### src/rtl/dlf_pi.sv
// Gear-shifted PI loop filter: TDC phase error in, DCO tuning code out, with lock detection.
// Define DLF_PI_DITHER_EN to add first-order noise-shaped dithering of the code truncation.
module dlf_pi #(
  parameter int TDC_W         = 8,
  parameter int DCO_W         = 10,
  parameter int FRAC_W        = 8,
  parameter int DCO_INIT      = 512,
  parameter int KP_ACQ_SHIFT  = 1,
  parameter int KI_ACQ_SHIFT  = 3,
  parameter int KP_TRK_SHIFT  = 3,
  parameter int KI_TRK_SHIFT  = 6,
  parameter int LOCK_THRESH   = 2,
  parameter int LOCK_COUNT    = 16,
  parameter int UNLOCK_THRESH = 16,
  parameter int UNLOCK_COUNT  = 4
) (
  input  logic                    refclk,
  input  logic                    reset,
  input  logic                    enable,
  input  logic                    tdc_valid,
  input  logic signed [TDC_W-1:0] tdc_in,
  output logic [DCO_W-1:0]        dco_code,
  output logic                    dco_valid,
  output logic                    locked,
  output logic [1:0]              mode
);
  localparam int IW   = DCO_W + FRAC_W + 2;
  localparam int LC_W = $clog2(LOCK_COUNT + 1);
  localparam int UC_W = $clog2(UNLOCK_COUNT + 1);
  localparam logic signed [IW-1:0] I_MAX  = IW'((64'(1) << (DCO_W + FRAC_W)) - 64'(1));
  localparam logic signed [IW-1:0] I_INIT = IW'(64'(DCO_INIT) << FRAC_W);

  typedef enum logic [1:0] {IDLE = 2'd0, ACQ = 2'd1, TRACK = 2'd2} state_t;

  state_t                 state;
  logic signed [IW-1:0]   integ, e_sh, ei, ep, integ_n, sum;
  logic [TDC_W:0]         ext, mag;
  logic                   in_lock, out_lock, lock_hit, unlock_hit;
  logic [LC_W-1:0]        lock_cnt, lock_nxt;
  logic [UC_W-1:0]        unlock_cnt, unlock_nxt;
  logic [DCO_W-1:0]       code_n;
  logic                   unused_bits;

  function automatic logic signed [IW-1:0] sat(input logic signed [IW-1:0] v);
    if (v < 0)          return '0;
    else if (v > I_MAX) return I_MAX;
    else                return v;
  endfunction

  always_comb begin
    e_sh    = {{(IW-TDC_W){tdc_in[TDC_W-1]}}, tdc_in} <<< FRAC_W;
    ei      = (state == TRACK) ? (e_sh >>> KI_TRK_SHIFT) : (e_sh >>> KI_ACQ_SHIFT);
    ep      = (state == TRACK) ? (e_sh >>> KP_TRK_SHIFT) : (e_sh >>> KP_ACQ_SHIFT);
    integ_n = sat(integ + ei);
    sum     = sat(integ_n + ep);
  end

  // Magnitude one bit wider so the most negative TDC code stays positive.
  always_comb begin
    ext        = {tdc_in[TDC_W-1], tdc_in};
    mag        = tdc_in[TDC_W-1] ? (~ext + 1'b1) : ext;
    in_lock    = mag <= (TDC_W+1)'(LOCK_THRESH);
    out_lock   = mag >  (TDC_W+1)'(UNLOCK_THRESH);
    lock_hit   = in_lock && (lock_cnt >= LC_W'(LOCK_COUNT - 1));
    lock_nxt   = !in_lock ? '0 : (lock_cnt == LC_W'(LOCK_COUNT)) ? lock_cnt : lock_cnt + 1'b1;
    unlock_hit = out_lock && (unlock_cnt >= UC_W'(UNLOCK_COUNT - 1));
    unlock_nxt = out_lock ? unlock_cnt + 1'b1 : '0;
  end

`ifdef DLF_PI_DITHER_EN
  logic [FRAC_W-1:0]    resid;
  logic signed [IW-1:0] t;
  always_comb begin
    t = sum + $signed({{(IW-FRAC_W){1'b0}}, resid});
    if (t > I_MAX) t = I_MAX;
    code_n = t[FRAC_W +: DCO_W];
  end
  assign unused_bits = ^t[IW-1:IW-2];

  always_ff @(posedge refclk or posedge reset)
    if (reset)                                            resid <= '0;
    else if (enable && tdc_valid && (state == ACQ || state == TRACK)) resid <= t[FRAC_W-1:0];
`else
  assign code_n      = sum[FRAC_W +: DCO_W];
  assign unused_bits = ^{sum[IW-1:IW-2], sum[FRAC_W-1:0]};
`endif

  assign mode = 2'(state);

  always_ff @(posedge refclk or posedge reset) begin
    if (reset) begin
      state      <= IDLE;
      integ      <= I_INIT;
      dco_code   <= DCO_W'(DCO_INIT);
      dco_valid  <= 1'b0;
      locked     <= 1'b0;
      lock_cnt   <= '0;
      unlock_cnt <= '0;
    end else begin
      dco_valid <= 1'b0;
      if (!enable) begin
        state      <= IDLE;
        integ      <= I_INIT;
        dco_code   <= DCO_W'(DCO_INIT);
        locked     <= 1'b0;
        lock_cnt   <= '0;
        unlock_cnt <= '0;
      end else begin
        case (state)
          IDLE: state <= ACQ;
          ACQ, TRACK: if (tdc_valid) begin
            integ     <= integ_n;
            dco_code  <= code_n;
            dco_valid <= 1'b1;
            if (state == ACQ) begin
              if (lock_hit) begin
                state      <= TRACK;
                locked     <= 1'b1;
                lock_cnt   <= '0;
                unlock_cnt <= '0;
              end else lock_cnt <= lock_nxt;
            end else begin
              if (unlock_hit) begin
                state      <= ACQ;
                locked     <= 1'b0;
                lock_cnt   <= '0;
                unlock_cnt <= '0;
              end else unlock_cnt <= unlock_nxt;
            end
          end
          default: state <= IDLE;
        endcase
      end
    end
  end
endmodule

### config.mk
export PLATFORM = sky130hd
export DESIGN_NAME = dlf_pi
export DESIGN_NICKNAME = d
export VERILOG_FILES = /design/src/rtl/dlf_pi.sv
export SDC_FILE = /design/constraint.sdc
export NUM_CORES = 1
export LEC_CHECK = 0
export ABC_AREA = 1
export BUFFER_PORTS_ARGS = -buffer_cell sky130_fd_sc_hd__buf_2
export CAP_MARGIN = 15
export CORE_MARGIN = 5
export CORE_UTILIZATION = 34
export DETAILED_ROUTE_END_ITERATION = 12
export SYNTH_ARGS = -nofsm -noshare
export SYNTH_HDL_FRONTEND = slang
export SYNTH_SLANG_ARGS = --single-unit
### constraint.sdc
create_clock -name refclk -period 4.5 [get_ports refclk]
set_clock_uncertainty 0.1 [all_clocks]
set_input_delay 0.45 -clock refclk [delete_from_list [all_inputs] [get_ports refclk]]
set_output_delay 0.45 -clock refclk [all_outputs]
set_load 0.02 [all_outputs]
## After elaboration in Yosys (flattened, before gate mapping)

Index checks and enable logic that the tools add are counted.

- Add/subtract/negate cells: 5
- Order comparisons: 8
- Eq/ne operators: 11
- Multiplexer cells: 43
- Bitwise gates (word level): 1
- Reductions and logical operators: 9

Operators by type and width:

| cell | count |
|---|---|
| $mux 20 | 5 |
| $gt 20x19->1 const B | 2 |
| $lt 20x1->1 const B | 2 |
| $mux 5 | 8 |
| $mux 18 | 2 |
| $mux 10 | 3 |
| $mux 3 | 7 |
| $add 20x13->20 | 1 |
| $add 20x15->20 | 1 |
| $mux 14 | 1 |
| $mux 12 | 1 |
| $mux 2 | 5 |
| $add 9x1->9 const B | 1 |
| $gt 9x5->1 const B | 1 |
| $le 9x2->1 const B | 1 |
| $mux 1 | 9 |
| $mux 9 | 1 |
| $not 9->9 | 1 |
| $ne 4x4->1 const B | 2 |
| $reduce_and 4->1 | 2 |
| $ne 3x3->1 const B | 2 |
| $reduce_and 3->1 | 2 |
| $add 5x1->5 const B | 1 |
| $eq 5x5->1 const B | 1 |
| other kinds (13) | 15 |

- Bits in registers: 42
- Output and inout bits: 14
- Word-level logic and storage cells: 84

## Longest topological paths before layout

Gate-level depths: netlist (run 1).

- Depth after elaboration: 13
- Depth in mapped cells: 36

## Worst setup path before layout (run 1)

OpenSTA, ideal clock, no wires.

- Kind: register to register
- Start: reg state[0] (netlist: mode[0])
- End: reg dco_code[2]
- Library setup time: 0.117 ns
- Data arrival time: 4.418 ns
- Slack: -0.135 ns
- Cell stages (with the launch flop): 37
- Buffers on the path: 2
- Cells stage by stage: dfrtp_1 inv_1 ha_1 clkbuf_1 a21oi_1 ha_1 nand2_2 inv_1 nand2_1 nand2_1 nand2_1 nand3_2 nand2_1 nand2_2 nand2_1 and2_4 clkbuf_1 o21ai_0 inv_1 ha_1 a21o_1 nand3_1 nand2_1 a21oi_1 o21ai_0 nand2_1 nand2_1 nand2_1 nand2_1 nand3_1 nand2_2 nand2_1 nand2_2 nand2_4 nand3_1 nand2_1 nand2_1

- Cells in the longest elaborated chain, start to end: 13

Ends and longest elaborated chain:

| element | line | RTL |
|---|---|---|
| start: declaration | 35 | `state_t state;` |
| start signal: assignment | 92 | `state <= IDLE;` |
| start signal: assignment | 102 | `state <= IDLE;` |
| start signal: assignment | 110 | `IDLE: state <= ACQ;` |
| $eq 2x2->1 | 52, 53, 109 |  |
| $mux 12 | 52 | `ei = (state == TRACK) ? (e_sh >>> KI_TRK_SHIFT) : (e_sh >>> KI_ACQ_SHIFT);` |
| $add 20x13->20 | 54 | `integ_n = sat(integ + ei);` |
| $gt 20x19->1 | 46 | `else if (v > I_MAX) return I_MAX;` |
| $mux 20 | 46 |  |
| $mux 20 | 45 | `if (v < 0) return '0;` |
| $add 20x15->20 | 55 | `sum = sat(integ_n + ep);` |
| $gt 20x19->1 | 46 |  |
| $mux 18 | 46 |  |
| $mux 18 | 45 |  |
| $mux 10 | 111 | `ACQ, TRACK: if (tdc_valid) begin` |
| $mux 10 | 109 | `case (state)` |
| $mux 10 | 101 | `if (!enable) begin` |
| end signal: assignment | 94 | `dco_code <= DCO_W'(DCO_INIT);` |
| end signal: assignment | 104 | `dco_code <= DCO_W'(DCO_INIT);` |
| end signal: assignment | 113 | `dco_code <= code_n;` |
| end: declaration | 22 | `output logic [DCO_W-1:0] dco_code,` |

Parallel ways exist; a longest one is shown, timed or not. The select of a mux whose other input is x is not followed.
A chain may end at the register's enable or synchronous reset.

## Final worst setup path (run 1)

Ends and elaborated chain as after synthesis.

==> impl_metrics.py, run 1 <==
metrics = {
    "critical_path": {
        "critical_path_class": "reg2reg",
        "r2r_end": "dco_code[2]",
        "start_kind": "flip-flop",
        "slowest_delay_ns": 0.43,
        "r2r_start": "mode[0]",
        "crit_fanout": 8,
        "worstPathArrival_ns": 4.59,
        "crit_slowest_cell": "dfrtp_2",
        "critPathRequiredTime_ns": 4.64,
        "cp-end-kind": "flip-flop",
        "critPathLaunch": "mode[0]",
        "r2r_slack_ns": 0.05,
        "reg2regPathDepth": 32,
        "timing.critical_path.mode_cell": "nand2_2",
    },
    "final_layout": {
        "design_area_mm2": 0.004990,
        "fin_nets": 656,
        "postLayoutCoreUtil_pct": 48.33,
        "drive_above_1_share_pct": 33.83,
        "area_growth_pct": 38.23,
        "diodes": 0,
    },
    "synth": {
        "synth.avg_cell_area_um2": 6.982,
        "synthAdderAreaFrac_pct": 13.93,
        "yosysMostFrequentCell": "nand2_1",
        "yosys.area_share.simple_pct": 29.36,
        "ys_seq_area_share_pct": 27.11,
        "ys_async_sr_fraction_pct": 100.0,
        "synth_top_area_share_pct": 25.65,
        "ys_top_cells_by_area": "dfrtp_1, nand2_1, ha_1",
        "synth_top_area_cell": "dfrtp_1",
        "synth_seq_cells": 39,
        "ys.flop_type": "dfrtp_1",
        "synth_compound_area_share_pct": 14.42,
        "netlist_instances": 517,
        "synth_cell_types": 40,
        "synthTopCellsByCount": "nand2_1, inv_1, o21ai_0",
        "synth_xor_area_share_pct": 5.823,
        "syn_nets": 568,
        "synth-edff-count": 0,
        "synth_top_family_by_area": "simple AND/OR/NAND/NOR gates",
        "yosys_warnings": 0,
        "syn_area_mm2": 0.003610,
        "synthMuxAreaShare_pct": 0.2773,
    },
    "floorplan": {
        "rows": 37,
        "ios": 26,
        "dieArea_mm2": 0.01278,
        "die_h_um": 113.0,
        "core_area_mm2": 0.01032,
        "floorplan.initialDensity_pct": 34.97,
        "die_w_um": 113.0,
    },
    "global_route": {
        "globalRouteTotalUtil_pct": 14.81,
        "grt_start_max_net_pins": 40,
        "grt_overflow": 0,
        "grt_pass1_wl_mm": 15.68,
        "grt_pass1_vias": 3394,
        "grt_antenna_before_repair": 0,
    },
    "sta": {
        "finalCritPeriodShare_pct": 98.82,
        "finalHoldViolations": 0,
        "setup_viol": 0,
        "setup_tns_ns": 0,
        "final.min_clock_period_ns": 4.447,
        "slew-limit-headroom_pct": 44.50,
        "slew_violations": 0,
        "worst_slew_pin_slew_ns": 0.8274,
        "fmax_ghz": 0.2249,
        "rsz0062_at_grt": "true",
    },
    "power_and_ir_drop": {
        "switchingPower_mw": 1.527,
        "peakVddDrop_v": 0.0003766,
        "seqPwrFrac_pct": 16.4,
        "p_per_area_mw_per_mm2": 644.7,
        "switching_share_pct": 47.48,
        "pwr-share-clk_pct": 9.7,
        "pwr-share-comb_pct": 73.9,
        "leakage_nw": 2.585,
        "power.total_mw": 3.217,
        "internal_power_mw": 1.690,
    },
    "detailed_routing": {
        "drt_iter0_markers": 170,
        "via_per_inst": 4.968,
        "route.detailed.drc": 0,
        "totalWireLength_mm": 10.20,
        "drtAntennaViolNets": 0,
        "wl_per_cell_um": 13.74,
        "drt-pass1-iter-count": 5,
        "num_vias": 3686,
    },
    "clock_tree": {
        "path_clk_slew_ns": 0.08,
        "clock-root-buffer": "clkbuf_8",
        "cts_buffers": 5,
        "clockBufferDepth": 2,
        "cts-htree-levels": 2,
        "clkLatencyLatePin_ns": 0.30,
        "cts_tree": "done",
        "clock-sinks": 39,
    },
    "placed_design": {
        "place_area_mm2": 0.004081,
        "gp_congestion": 0.8756,
        "port_buffers": 25,
        "place_hpwl_mm": 7.193,
    },
    "status": {
        "run_status": "finished clean",
    },
    "worst_hold_path": {
        "hp-class": "in2async",
    },
    "run": {
        "cap_violations": 0,
    },
}
power by group through the flow:
stage / sequential [mW] / combinational [mW] / clock [mW]
floorplan: 0.570 / 1.16 / 0
global placement: 0.515 / 1.70 / 0
detailed placement: 0.521 / 1.72 / 0
CTS: 0.514 / 1.77 / 0.319
global route: 0.542 / 2.61 / 0.333
finish: 0.527 / 2.38 / 0.313
placed cells by master, fill, tap and decap left out, types with 10 or more instances in the layout:
cell,instances
xor2_1,14
inv_1,67
nand3_2,13
ha_1,22
nand2_1,135
nand3_1,23
a21oi_1,24
buf_2,25
nor2_1,19
a21oi_2,10
xnor2_1,10
ha_4,13
nand2_4,10
o21ai_0,28
nand2_2,19
buf_4,52
dfrtp_1,35
per-layer routing:
layer	GRT usage (%)	wire [µm]	share of wire [%]
met1	20.51	4689	46
met2	24.49	4966	49
met4	3.606	180	1.8
met3	1.979	362	3.5
met5	0	0	0
sequential cells by signal, indices dropped and copies added, names as in the netlist:
signal      count
unlock_cnt      3
lock_cnt        5
mode            2
integ          17
locked          1
dco_code       10
dco_valid       1
logic make-up after synthesis:
logic type,count (synthesis)
and+or+nand+nor,238
AOI/OAI and AO/OA,93
buffers and inverters,83
adders and majority gates,39
DFF,39
xor gates and xnor gates,24
muxes,1
through the flow:
stage | cells | setup slack [ns] | hold WS, ns
after floorplan | 517 | 0.02625 | 0.3555
after global placement | 700 | -0.1271 | 0.3635
after detailed placement | 700 | -0.2370 | 0.3633
after CTS | 710 | 0.001697 | 0.1870
after global routing | 742 | -0.2120 | 0.2134
final | 742 | 0.05293 | 0.1651
what timing repair did:
item                                    4_1_cts  5_1_grt
pin swaps                                     2       33
setup buffers                                 2       27
hold endpoints to repair                      0        0
gates resized for setup                      15      103
gates cloned                                  0        5
hold buffers                                  0        0
endpoints found under the setup margin       10       10
worst max-delay path by stage:
stage	to	slack [ns]	depth (start not counted)
2_1_floorplan	dco_code[2]	0.03	35
3_3_place_gp	dco_code[3]	-0.13	34
3_5_place_dp	dco_code[0]	-0.24	33
4_1_cts	dco_code[0]	0.002	34
5_1_grt	dco_code[0]	-0.21	34
6_report	dco_code[2]	0.05	32
critical path, delay by kind of cell, from the launching register on:
family	cells	cell delay, ns
adders and majority gates	3	0.73
AOI/OAI and AO/OA	3	0.28
DFF	1	0.43
buffers and inverters	4	0.45
and+or+nand+nor	22	2.38
area by class of cell:
type / instances / area, µm²
Fill cell: 970 / 5334
Multi-Input combinational cell: 399 / 2813
Sequential cell: 39 / 980.9
Timing Repair Buffer: 84 / 616.8
Inverter: 76 / 291.5
Tap cell: 136 / 170.2
Clock buffer: 6 / 82.58
Clock inverter: 2 / 35.03
Power figures use the tool's default switching activity.
==> run 2: changes to the inputs <==
Settings changed: ABC_AREA 1 to 0, GPL_ROUTABILITY_DRIVEN set to 0.
==> impl_metrics.py, run 2 <==
metrics = {
    "critical_path": {
        "critical_path_class": "reg2reg",
        "crit_fanout": 7,
        "r2r_start": "mode[1]",
        "cp-end-kind": "flip-flop",
        "cp_cell_sequence": "ha_4, and2_4, ha_4, fa_2, a211oi_2, o211ai_1, a211o_1, a211o_4, a21oi_4, ha_4, a211oi_2, nor2_1, or4_4, a221oi_4, o31ai_1, a221o_1, or2_4, o21a_4, o21ai_1",
        "slowest_delay_ns": 0.44,
        "start_kind": "flip-flop",
        "path_depth": 19,
        "endpoint": "dco_code[2]",
        "critPathRequiredTime_ns": 4.63,
        "worstPathArrival_ns": 5.38,
        "reg2regPathDepth": 19,
        "r2r_end": "dco_code[2]",
        "critPathLaunch": "mode[1]",
        "crit_family": "compound AO/OA/AOI/OAI gates",
        "cp_num_buf_inv": 0,
        "crit_slowest_cell": "or4_4",
        "r2r_slack_ns": -0.76,
        "timing.critical_path.mode_cell": "ha_4",
    },
    "sta": {
        "setup_ws_ns": -0.7580,
        "finalHoldViolations": 0,
        "worst_slew_pin_slew_ns": 0.7297,
        "finalCritPeriodShare_pct": 116.8,
        "fmax_ghz": 0.1902,
        "slew_violations": 0,
        "slew-limit-headroom_pct": 51.35,
        "setup_viol": 10,
        "final.min_clock_period_ns": 5.258,
        "rsz0062_at_grt": "true",
    },
    "placed_design": {
        "port_buffers": 25,
        "post-place-ws_ns": -0.7954,
        "place_area_mm2": 0.004910,
        "place_hpwl_mm": 8.726,
    },
    "synth": {
        "syn_nets": 512,
        "yosysMostFrequentCell": "nand2_1",
        "netlist_instances": 461,
        "synthTopCellsByCount": "nand2_1, a21oi_1, dfrtp_1, ha_1, o21ai_0",
        "ys_async_sr_fraction_pct": 100.0,
        "ys.flop_type": "dfrtp_1",
        "synth.avg_cell_area_um2": 8.034,
        "syn_area_mm2": 0.003704,
        "synth_cell_types": 62,
        "ys_top_cells_by_area": "dfrtp_1, ha_1, nand2_1",
        "synthMuxAreaShare_pct": 1.115,
        "synth_top_family_by_area": "compound AO/OA/AOI/OAI gates",
        "synth_top_area_cell": "dfrtp_1",
        "synthAdderAreaFrac_pct": 13.58,
        "synth_xor_area_share_pct": 4.730,
        "synth_seq_cells": 39,
        "synth_top_area_share_pct": 25.00,
        "ys_seq_area_share_pct": 26.42,
        "yosys.area_share.simple_pct": 19.43,
        "synth_compound_area_share_pct": 31.15,
        "yosys_warnings": 0,
        "synth-edff-count": 0,
    },
    "clock_tree": {
        "cts_tree": "done",
        "clkLatencyLatePin_ns": 0.31,
        "cts-htree-levels": 2,
        "clock-root-buffer": "clkbuf_8",
        "clockBufferDepth": 2,
        "clock-sinks": 39,
        "path_clk_slew_ns": 0.09,
        "cts_buffers": 5,
    },
    "floorplan": {
        "dieArea_mm2": 0.01308,
        "core_area_mm2": 0.01075,
        "rows": 38,
        "ios": 26,
        "floorplan.initialDensity_pct": 34.47,
        "die_w_um": 114.4,
        "die_h_um": 114.4,
    },
    "detailed_routing": {
        "drt-pass1-iter-count": 5,
        "top_layer_used": "met4",
        "wl_met3_um": 430,
        "wl_met1_mm": 5.304,
        "drtAntennaViolNets": 0,
        "route.detailed.drc": 0,
        "num_vias": 4054,
        "drt_iter0_markers": 232,
        "via_per_inst": 5.384,
        "met2_length_mm": 5.589,
        "wl_per_cell_um": 15.26,
        "totalWireLength_mm": 11.49,
    },
    "status": {
        "violations": "setup timing",
        "run_status": "complete, but fails checks",
    },
    "global_route": {
        "grt_pass1_vias": 3957,
        "globalRouteTotalUtil_pct": 17.66,
        "grt_antenna_before_repair": 0,
        "grt_overflow": 0,
        "grt_start_max_net_pins": 40,
        "grt_pass1_wl_mm": 18.82,
    },
    "run": {
        "cap_violations": 0,
    },
    "power_and_ir_drop": {
        "p_per_area_mw_per_mm2": 550.1,
        "peakVddDrop_v": 0.0003982,
        "leakage_nw": 2.566,
    },
    "final_layout": {
        "fin_nets": 663,
        "top_regs": "integ: 17 flops, dco_code: 10 flops, lock_cnt: 5 flops",
        "largest_reg_flops": 17,
        "area_growth_pct": 46.42,
        "final_common_cell": "buf_4",
        "final_cell_mix": "buf_4, nand2_1, a21oi_1, dfrtp_1, ha_1",
        "diodes": 0,
        "drive_above_1_share_pct": 38.50,
        "design_area_mm2": 0.005423,
        "regMostFlops": "integ",
    },
    "worst_hold_path": {
        "hp-class": "in2async",
    },
}
## run 2: changes by cell type in the layout (fill, tap and decap cells not counted), moves of 8 or more
cell      change
buf_4        +79
nand2_1      -75
inv_1        -48
nand3_1      -15
nand2_2      -14
a21oi_1      +13
nand3_2      -13
nand2b_1      +9
a22oi_1       +8
nand2_4       -8
## run 2: stage by stage
step / power [mW] / setup TNS [ns] / std cells / util, % / hold slack (ns)
2_1_floorplan: 1.668 / -6.336 / 461 / - / 0.3538
3_3_place_gp: 2.388 / -6.870 / 726 / 45.69 / 0.3654
3_5_place_dp: 2.407 / -7.686 / 726 / 45.69 / 0.3716
4_1_cts: 2.859 / -6.682 / 746 / 48.65 / 0.1689
5_1_grt: 3.239 / -9.081 / 753 / 50.47 / 0.2299
6_report: 2.983 / -7.348 / 753 / 50.47 / 0.1627
## run 2: tightest hold or removal path, stage by stage
cell and delay (ns):
buf_2 0.09, inv_1 0.04, buf_4 0.44
## run 2: cell families after synthesis
logic type,after synthesis
AO/OA/AOI/OAI,172
XOR/XNOR,20
adder cells (fa/ha/maj),39
buffers and inverters,35
flip-flops,39
multiplexers,4
AND/OR/NAND/NOR,152
## run 2: layout make-up
type                    count  area, µm²
inverters                  20      77.57
fillers                  1009       5323
flip-flops and latches     39      980.9
well taps                 140      175.2
repair buffers            158       1131
clock inverters             3      47.55
clock buffers               5      68.82
multi-input cells         388       2942
## run 2: worst min path at each step
stage                          from          end  slack, ns
after CTS                     reset  lock_cnt[4]       0.17
after global routing          reset     integ[9]       0.23
after detailed placement     locked       locked       0.37
after floorplan           integ[14]    integ[14]       0.35
final                         reset     integ[9]       0.16
after global placement       locked       locked       0.37
## run 2: routing by layer
layer | global-route usage (%) | up-vias
met1 | 23.62 | 1926
met4 | 4.513 | 0
met3 | 2.008 | 16
met5 | 0 | -
li1 | - | 1996
met2 | 30.37 | 116
## run 2: what timing repair did
action | in CTS | in global routing
hold buffers | 0 | 0
setup buffers | 12 | 6
endpoints found under the hold margin | 0 | 0
resized for setup | 19 | 31
pin swaps | 17 | 12
endpoints found under the setup margin | 10 | 10
cloned | 0 | 1
## run 2: where the power goes
part	switching, mW	internal, mW
sequential	0.0647	0.445
combinational	1.11	1.05
clock	0.139	0.168
total	1.32	1.67
